## config.mk

```make
export PLATFORM = sky130hd
export DESIGN_NAME = rst_seq_gen
export DESIGN_NICKNAME = d
export VERILOG_FILES = /design/src/rtl/rst_seq_gen_pkg.sv /design/src/rtl/rst_seq_gen.sv
export SDC_FILE = /design/constraint.sdc
export NUM_CORES = 1
export LEC_CHECK = 0
export CAP_MARGIN = 20
export CORE_MARGIN = 4
export CORE_UTILIZATION = 46
export DETAILED_ROUTE_END_ITERATION = 10
export HOLD_SLACK_MARGIN = 0.02
export PLACE_DENSITY_LB_ADDON = 0.25
export SLEW_MARGIN = 25
export SYNTH_ARGS = -nofsm -noshare
export SYNTH_HDL_FRONTEND = slang
export SYNTH_SLANG_ARGS = --single-unit
```

## constraint.sdc

```tcl
create_clock -name i_clk -period 1.4 [get_ports i_clk]
set_input_delay 0.28 -clock i_clk [delete_from_list [all_inputs] [get_ports i_clk]]
set_output_delay 0.28 -clock i_clk [all_outputs]
set_load 0.02 [all_outputs]
```

## src/rtl/rst_seq_gen_pkg.sv

```systemverilog
// Shared types and helpers for the staggered reset sequencer.
package rst_seq_gen_pkg;

    // Sequencer phases: initial hold, staggered per-channel release, all released.
    typedef enum logic [1:0] {
        HOLD    = 2'd0,
        RELEASE = 2'd1,
        DONE    = 2'd2
    } state_t;

    // Width of the shared cycle counter; it must hold the larger of the two intervals.
    function automatic int cnt_width(input int hold, input int stagger);
        int m;
        m = (hold > stagger) ? hold : stagger;
        return $clog2(m + 1);
    endfunction

endpackage

```

## src/rtl/rst_seq_gen.sv

```systemverilog
// Multi-channel reset sequencer: holds all NUM_CH resets asserted, releases
// channel 0 after HOLD_CYC edges and each later channel STAGGER_CYC edges
// after its predecessor. i_async_rst asserts every output without a clock;
// i_soft_rst re-triggers the sequence synchronously and is level-sensitive.
// Optional build macro RST_SEQ_GEN_READY_GATE_EN adds i_ch_ready: channel k+1
// additionally waits for i_ch_ready[k] before it is released.
module rst_seq_gen
    import rst_seq_gen_pkg::*;
#(
    parameter int NUM_CH      = 4,
    parameter int HOLD_CYC    = 2,
    parameter int STAGGER_CYC = 4
) (
    input  logic              i_clk,
    input  logic              i_async_rst,
    input  logic              i_soft_rst,
`ifdef RST_SEQ_GEN_READY_GATE_EN
    input  logic [NUM_CH-1:0] i_ch_ready,
`endif
    output logic [NUM_CH-1:0] o_rst,
    output logic              o_busy,
    output logic              o_done,
    output state_t            o_state
);

    localparam int CNT_W = cnt_width(HOLD_CYC, STAGGER_CYC);
    localparam int CH_W  = $clog2(NUM_CH) + 1;

    localparam logic [CNT_W-1:0] HOLD_LAST = CNT_W'(HOLD_CYC - 1);
    localparam logic [CNT_W-1:0] STAG_LAST = CNT_W'(STAGGER_CYC - 1);
    localparam logic [CH_W-1:0]  CH_LAST   = CH_W'(NUM_CH - 1);

    if (NUM_CH < 1 || HOLD_CYC < 1 || STAGGER_CYC < 1) begin : g_param_check
        $error("rst_seq_gen: NUM_CH, HOLD_CYC and STAGGER_CYC must all be >= 1");
    end

    state_t              state_q, state_d;
    logic [CNT_W-1:0]    cnt_q, cnt_d;    // edges elapsed in the current interval
    logic [CH_W-1:0]     ch_q, ch_d;      // next channel to release
    logic [NUM_CH-1:0]   rst_q, rst_d;
    logic                done_q, done_d;
    logic                prev_ready;      // predecessor of ch_q reports stable

`ifdef RST_SEQ_GEN_READY_GATE_EN
    // Select the acknowledgement of the channel released just before ch_q.
    always_comb begin
        prev_ready = 1'b0;
        for (int k = 0; k < NUM_CH - 1; k++) begin
            if (ch_q == CH_W'(k + 1)) prev_ready = i_ch_ready[k];
        end
    end
`else
    assign prev_ready = 1'b1;
`endif

    // Next-state logic: soft reset overrides everything, otherwise advance the sequence.
    always_comb begin
        state_d = state_q;
        cnt_d   = cnt_q;
        ch_d    = ch_q;
        rst_d   = rst_q;
        done_d  = done_q;
        if (i_soft_rst) begin
            state_d = HOLD;
            cnt_d   = '0;
            ch_d    = '0;
            rst_d   = '1;
            done_d  = 1'b0;
        end else begin
            case (state_q)
                HOLD: begin
                    if (cnt_q == HOLD_LAST) begin
                        rst_d[0] = 1'b0;
                        cnt_d    = '0;
                        ch_d     = CH_W'(1);
                        if (NUM_CH == 1) begin
                            state_d = DONE;
                            done_d  = 1'b1;
                        end else begin
                            state_d = RELEASE;
                        end
                    end else begin
                        cnt_d = cnt_q + CNT_W'(1);
                    end
                end
                RELEASE: begin
                    // Counter saturates at the stagger limit while a ready gate holds the release.
                    if (cnt_q == STAG_LAST) begin
                        if (prev_ready) begin
                            for (int k = 0; k < NUM_CH; k++) begin
                                if (ch_q == CH_W'(k)) rst_d[k] = 1'b0;
                            end
                            cnt_d = '0;
                            if (ch_q == CH_LAST) begin
                                state_d = DONE;
                                done_d  = 1'b1;
                            end else begin
                                ch_d = ch_q + CH_W'(1);
                            end
                        end
                    end else begin
                        cnt_d = cnt_q + CNT_W'(1);
                    end
                end
                DONE: begin
                    // Static until a reset source asserts.
                end
                default: state_d = HOLD;
            endcase
        end
    end

    // State register; async reset forces every output asserted without a clock.
    always_ff @(posedge i_clk or posedge i_async_rst) begin
        if (i_async_rst) begin
            state_q <= HOLD;
            cnt_q   <= '0;
            ch_q    <= '0;
            rst_q   <= '1;
            done_q  <= 1'b0;
        end else begin
            state_q <= state_d;
            cnt_q   <= cnt_d;
            ch_q    <= ch_d;
            rst_q   <= rst_d;
            done_q  <= done_d;
        end
    end

    assign o_rst   = rst_q;
    assign o_done  = done_q;
    assign o_busy  = ~done_q;
    assign o_state = state_q;

endmodule

```

==> metrics.txt, run 1 <==
Hold-fix buffers, CTS 0; share of the synthesized area in the top cell type 0.295; max-cap check violation count 0; CTS root buf clkbuf_4; RD Place Congestion 0.833; met2 usage in global routing 0.230; wire per inst 14.3 µm; peak supply drop ~780 µV; met3 GRT Util 0.0307; Reg2Reg Depth 5; final net count 112; Final Skew 0.00251 ns; first-pass GRT wire length about 2.8 mm; post-synthesis sequential area ratio 0.432; synth warn 0; Most Used Layer, Global Route met2; Crit. End Element register; Final Hold Viols 0; failing checks negative setup slack; gr usage total 0.151; Slew Viols, Final 0; CP arrival 1.60 ns; post-synthesis net count 88; total I/O pin count 11; Leakage 0.466 nW; Skew-Pair Late Insertion Delay 0.28 ns; Worst-path clk slew 0.08 ns; DP Worst Slack -0.0182 ns; largest net degree at the start of global routing 12; initial antenna violation count 0; Initial Util 0.496; Synth Instances 76; CTS tree built; layout cells sized above 1 0.414; area delta synth->final 39.9%; crit-path max FO 4; worst setup slack after layout -0.0246 ns; Routed WL 1.65 mm; chip width 48.8 µm; router iterations before antenna repair 5; Clock Sinks 13; vias in the first global route 651; final setup fails 5; Core Area 1540 µm²; CP Data Required Time 1.58 ns; Post-Synthesis Cell Area 764 µm²; std cell rows 14; Final Core Density 0.694; die height approximately 49 µm; routing usage on met1 0.194; full die area approximately 2400 µm²; initial drt markers 7; Worst setup SP type register; Tightest Hold Check Type primary input to async pin; Worst Tran Pin Value 0.285 ns; top cells by area, synth dfrtp_1 (29%), ha_1 (15%), dfstp_2 (14%); Yosys cell types 28; largest area contributor in the netlist dfrtp_1; power per cell area 1180 nW/µm²; Via Count 621; RSZ-0062 raised after global routing true; Rel. slew slack 0.809; status finished with violations; Yosys reg bits 13; Residual DRC 0; maximum clock insertion buffer count 2; fillers 118; n_diodes 0; WS Path Type register to register; R2R Setup Slk -0.02 ns; fin crit period 1.42 ns; Post-DRT Antenna Nets 0; Mean Syn Cell Area a little over 10 µm²; register area around 330 µm²; IO Port Bufs 10; Tcrit/Tclk final 1.02; DP HPWL 1.15 mm; RR Startpoint cnt_q[1]; f_max 702 MHz; H-Tree Level Count 1; RR Endpoint cnt_q[1]; area of the multi-input gates 484 µm²; Vias per Instance 5.40; grt total ovfl 0; cts bufs inserted 3
[critical path, cell delays in order, from the launching register on]
cell	delay [ns]
dfrtp_1	0.41
inv_1	0.07
ha_2	0.18
or3b_4	0.42
a32oi_2	0.19
nor2_1	0.05
[stage by stage]
stage,setup TNS [ns],hold WS (ns),total power [mW],instances,area (µm²)
3_5_place_dp,-0.0591,0.457,0.944,110,948
2_1_floorplan,-0.00355,0.154,0.798,76,766
3_3_place_gp,-0.0427,0.451,0.933,110,948
6_report,-0.0674,0.328,1.26,115,1070
5_1_grt,-0.561,0.327,1.37,115,1070
4_1_cts,-0.0395,0.327,1.21,115,1020
[cell usage after synthesis, drive strengths merged]
| master | number |
|---|---|
| dfrtp | 9 |
| a211oi | 1 |
| a21oi | 5 |
| nor3b | 1 |
| nand4bb | 1 |
| or3b | 1 |
| o211a | 1 |
| dfstp | 4 |
| a21o | 2 |
| o32ai | 2 |
| nand3 | 1 |
| nor2 | 3 |
| a32oi | 1 |
| or4b | 1 |
| ha | 9 |
| a2111oi | 1 |
| nand2 | 12 |
| inv | 9 |
| nand2b | 3 |
| clkbuf | 1 |
| nor4bb | 1 |
| o21ai | 1 |
| nand4b | 1 |
| buf | 2 |
| and4bb | 1 |
| a31o | 1 |
| nor2b | 1 |
[cells in the final DEF, fill, tap and decap left out, types with 2 or more instances in the layout]
master,count
clkdlybuf4s50_1,2
nor2_1,3
clkbuf_4,3
dfrtp_2,2
clkbuf_2,3
nand2b_1,3
ha_1,4
nand2_1,11
dfrtp_1,7
dfstp_2,4
ha_4,2
dlygate4sd2_1,3
a21o_1,2
o32ai_2,2
inv_1,9
a21oi_1,4
ha_2,3
buf_4,12
[how the worst max path moves through the flow]
stage | startpoint | end | slack (ns) | depth (start not counted)
after floorplan | o_state[0] | ch_q[1] | -0.004 | 4
after global placement | ch_q[1] | ch_q[0] | -0.03 | 5
after detailed placement | cnt_q[0] | ch_q[1] | -0.02 | 5
after CTS | cnt_q[1] | ch_q[0] | -0.02 | 5
after global routing | cnt_q[1] | ch_q[1] | -0.09 | 5
final | cnt_q[1] | cnt_q[1] | -0.02 | 5
[state kept, by name (all words and copies together) (netlist names)]
name / count
o_rst: 4
ch_q: 3
cnt_q: 3
o_state: 2
o_done: 1
[report_power, final]
group	internal (mW)	total, mW	switching [mW]
Clock	0.111	0.238	0.128
Combinational	0.268	0.527	0.259
Sequential	0.441	0.496	0.0558
Total	0.819	1.26	0.442
[what timing repair did]
action,CTS,global route
hold endpoints to repair,0,0
gates resized for setup,23,13
pin swaps,8,2
gates cloned,0,0
endpoints found under the setup margin,14,12
setup buffers,1,0
[layout make-up]
cell class	count	share of cell area
Sequential cell	13	0.311
Tap cell	16	0.0187
Multi-Input combinational cell	51	0.453
Inverter	9	0.0316
Clock buffer	4	0.0246
Timing Repair Buffer	22	0.161
[cells by family after synthesis]
group	share of synthesized area
flip-flops	0.432
AND/OR/NAND/NOR	0.211
adder cells (fa/ha/maj)	0.147
AO/OA/AOI/OAI	0.139
buffers and inverters	0.0704
[layer usage]
layer  vias up  wire, µm  share of wire
met5         -         0              0
met4         0        30          0.018
met3         4        48          0.029
met2        10       731           0.44
met1       298       836           0.51
li1        309         -              -
Power figures use the tool's default switching activity.
==> inputs of run 2 (changes only) <==
--- a/config.mk
+++ b/config.mk
@@ -11,6 +11,7 @@
 export DETAILED_ROUTE_END_ITERATION = 10
 export HOLD_SLACK_MARGIN = 0.02
 export PLACE_DENSITY_LB_ADDON = 0.25
+export SETUP_SLACK_MARGIN = 0.3
 export SLEW_MARGIN = 25
 export SYNTH_ARGS = -nofsm -noshare
 export SYNTH_HDL_FRONTEND = slang
==> run 2 against run 1 <==
Against the previous run: the flow still finishes with violations (negative setup slack); fmax decreased by 0.66%; sequential cell count stayed put; utilization down 2.4 points; total power up 0.82%; die area unchanged; final cell count is 0.87% lower; largest power group unchanged; largest cell class unchanged; clock power increased by 2%; setup slack worse by 0.0095 ns; sequential power grew 1%; highest routed layer unchanged; final area shrank 3.4%; hold slack lost 0.0027 ns; combinational power hardly changed.
==> metrics.txt, run 2 (synthesis gave the netlist of run 1 again) <==
cts bufs inserted 3 (unchanged); register area 332 µm² (was 333 µm²); initial antenna violation count 0 (unchanged); worst setup slack after layout -0.0341 ns (was -0.0246 ns); setup TNS -0.0905 ns (was -0.0674 ns); Clock Sinks 13 (unchanged); initial drt markers 4 (was 7); Core Area 1540 µm² (unchanged); Initial Util 0.496 (unchanged); chip width 48.8 µm (unchanged); CP Data Required Time 1.57 ns (was 1.58 ns); RSZ-0062 raised after global routing true (unchanged); Hold-fix buffers, CTS 0 (unchanged); Slew Viols, Final 0 (unchanged); f_max 697 MHz (was 702 MHz); first-pass GRT wire length 2.66 mm (was 2.80 mm); Vias per Instance 5.44 (was 5.40); H-Tree Level Count 1 (unchanged); area delta synth->final 35.2% (was 39.9%); router iterations before antenna repair 4 (was 5); layout cells sized above 1 0.429 (was 0.414); Rel. slew slack 0.837 (was 0.809); Skew-Pair Late Insertion Delay 0.28 ns (about the same); Worst Tran Pin Value 0.245 ns (was 0.285 ns); Reg2Reg Depth 5 (unchanged); n_diodes 0 (unchanged); sequential power share 0.394 (was 0.393); WS Path Type register to register (unchanged); Comb pwr share 0.415 (was 0.418); Crit. End Element register (unchanged); Residual DRC 0 (unchanged); fin area 1030 µm² (was 1070 µm²); WHS 0.325 ns (was 0.328 ns); Leakage 0.463 nW (was 0.466 nW); power per cell area 1230 nW/µm² (was 1180 nW/µm²); Worst-path clk slew 0.08 ns (about the same); IO Port Bufs 10 (unchanged); failing checks negative setup slack (unchanged); die height 48.8 µm (unchanged); NetSw 0.437 mW (was 0.442 mW); most frequent cells in the layout nand2_1 (11), buf_4 (11), inv_1 (8), dfrtp_1 (8), buf_6 (8) (was buf_4 (12), nand2_1 (11), inv_1 (9), dfrtp_1 (7)); std cell rows 14 (unchanged); crit-path max FO 4 (unchanged); CTS tree built (unchanged); placed standard-cell area 951 µm² (was 948 µm²); Placed Cells 106 (was 110); grt total ovfl 0 (unchanged); area of the multi-input gates 429 µm² (was 484 µm²); gr usage total 0.143 (was 0.151); R2R Setup Slk -0.03 ns (was -0.02 ns); Final Hold Viols 0 (unchanged); largest net degree at the start of global routing 12 (unchanged); clock share of power 0.190 (was 0.189); Worst setup SP type register (unchanged); max reg flops 4 (unchanged); Tightest Hold Check Type primary input to async pin (unchanged); fillers 133 (was 118); wire per inst 14.0 µm (was 14.3 µm); Via Count 620 (was 621); fin crit period 1.43 ns (was 1.42 ns); CTS root buf clkbuf_4 (unchanged); Design Power 1.27 mW (was 1.26 mW); Final Core Density 0.670 (was 0.694); sw frac 0.344 (was 0.351); vias in the first global route 596 (was 651); maximum clock insertion buffer count 2 (unchanged); full die area 2380 µm² (unchanged); final net count 111 (was 112); total I/O pin count 11 (unchanged); RD Place Congestion 0.701 (was 0.833); status finished with violations (unchanged); DP HPWL 1.17 mm (was 1.15 mm); Routed WL 1.59 mm (was 1.65 mm); DP Worst Slack -0.0154 ns (was -0.0182 ns); CP arrival 1.61 ns (was 1.60 ns); Post-DRT Antenna Nets 0 (unchanged); fin cells 114 (was 115); Tcrit/Tclk final 1.02 (about the same); Pint 0.835 mW (was 0.819 mW); max-cap check violation count 0 (unchanged); peak supply drop 901 µV (was 775 µV); final setup fails 4 (was 5); Final Skew 0.00250 ns (was 0.00251 ns)
-- run 2: worst max-delay path, cell delays in order (launching register included) --
cell	delay, ns
dfrtp_1	0.42
inv_1	0.07
ha_2	0.17
or3b_4	0.41
a32oi_1	0.19
nor2_1	0.07
-- run 2: worst paths after layout --
| kind | start | to |
|---|---|---|
| worst max-delay path | cnt_q[1] | cnt_q[1] |
| worst min-delay path | i_async_rst | o_rst[1] |
| worst max register to register | cnt_q[1] | cnt_q[1] |
| worst min register to register | o_rst[3] | o_rst[3] |
| max in group asynchronous | i_async_rst | o_rst[0] |
| min in group i_clk | o_rst[3] | o_rst[3] |
-- run 2: power groups by stage --
stage	combinational [mW]	sequential, mW	clock [mW]
after global placement	0.442	0.502	0
after global routing	0.575	0.511	0.261
after CTS	0.492	0.500	0.250
after detailed placement	0.457	0.507	0
final	0.528	0.502	0.242
after floorplan	0.312	0.520	0
-- run 2: area by class of cell --
type | instances | share of cell area
multi-input combinational | 51 | 0.415
clock buffer | 4 | 0.0254
timing repair buffer | 21 | 0.186
inverter | 9 | 0.0327
tap | 16 | 0.0194
sequential | 13 | 0.321
-- run 2: what timing repair did --
| action | 4_1_cts | 5_1_grt |
|---|---|---|
| resized for setup | 49 | 5 |
| setup endpoints to repair | 21 | 21 |
| setup buffers | 3 | 1 |
| pin swaps | 0 | 4 |
| hold endpoints to repair | 0 | 0 |
-- run 2: per-layer routing --
metal,up-vias,GRT usage,share of wire
met5,-,0,0
met3,4,0.0215,0.029
met2,12,0.220,0.48
met4,0,0.108,0.025
met1,299,0.180,0.47
li1,305,-,-
==> inputs of run 3 (changes only) <==
--- a/config.mk
+++ b/config.mk
@@ -5,7 +5,6 @@
 export SDC_FILE = /design/constraint.sdc
 export NUM_CORES = 1
 export LEC_CHECK = 0
-export CAP_MARGIN = 20
 export CORE_MARGIN = 4
 export CORE_UTILIZATION = 46
 export DETAILED_ROUTE_END_ITERATION = 10
==> results of run 3 <==
The final DEF is identical to that of run 2; final timing and power are the same.
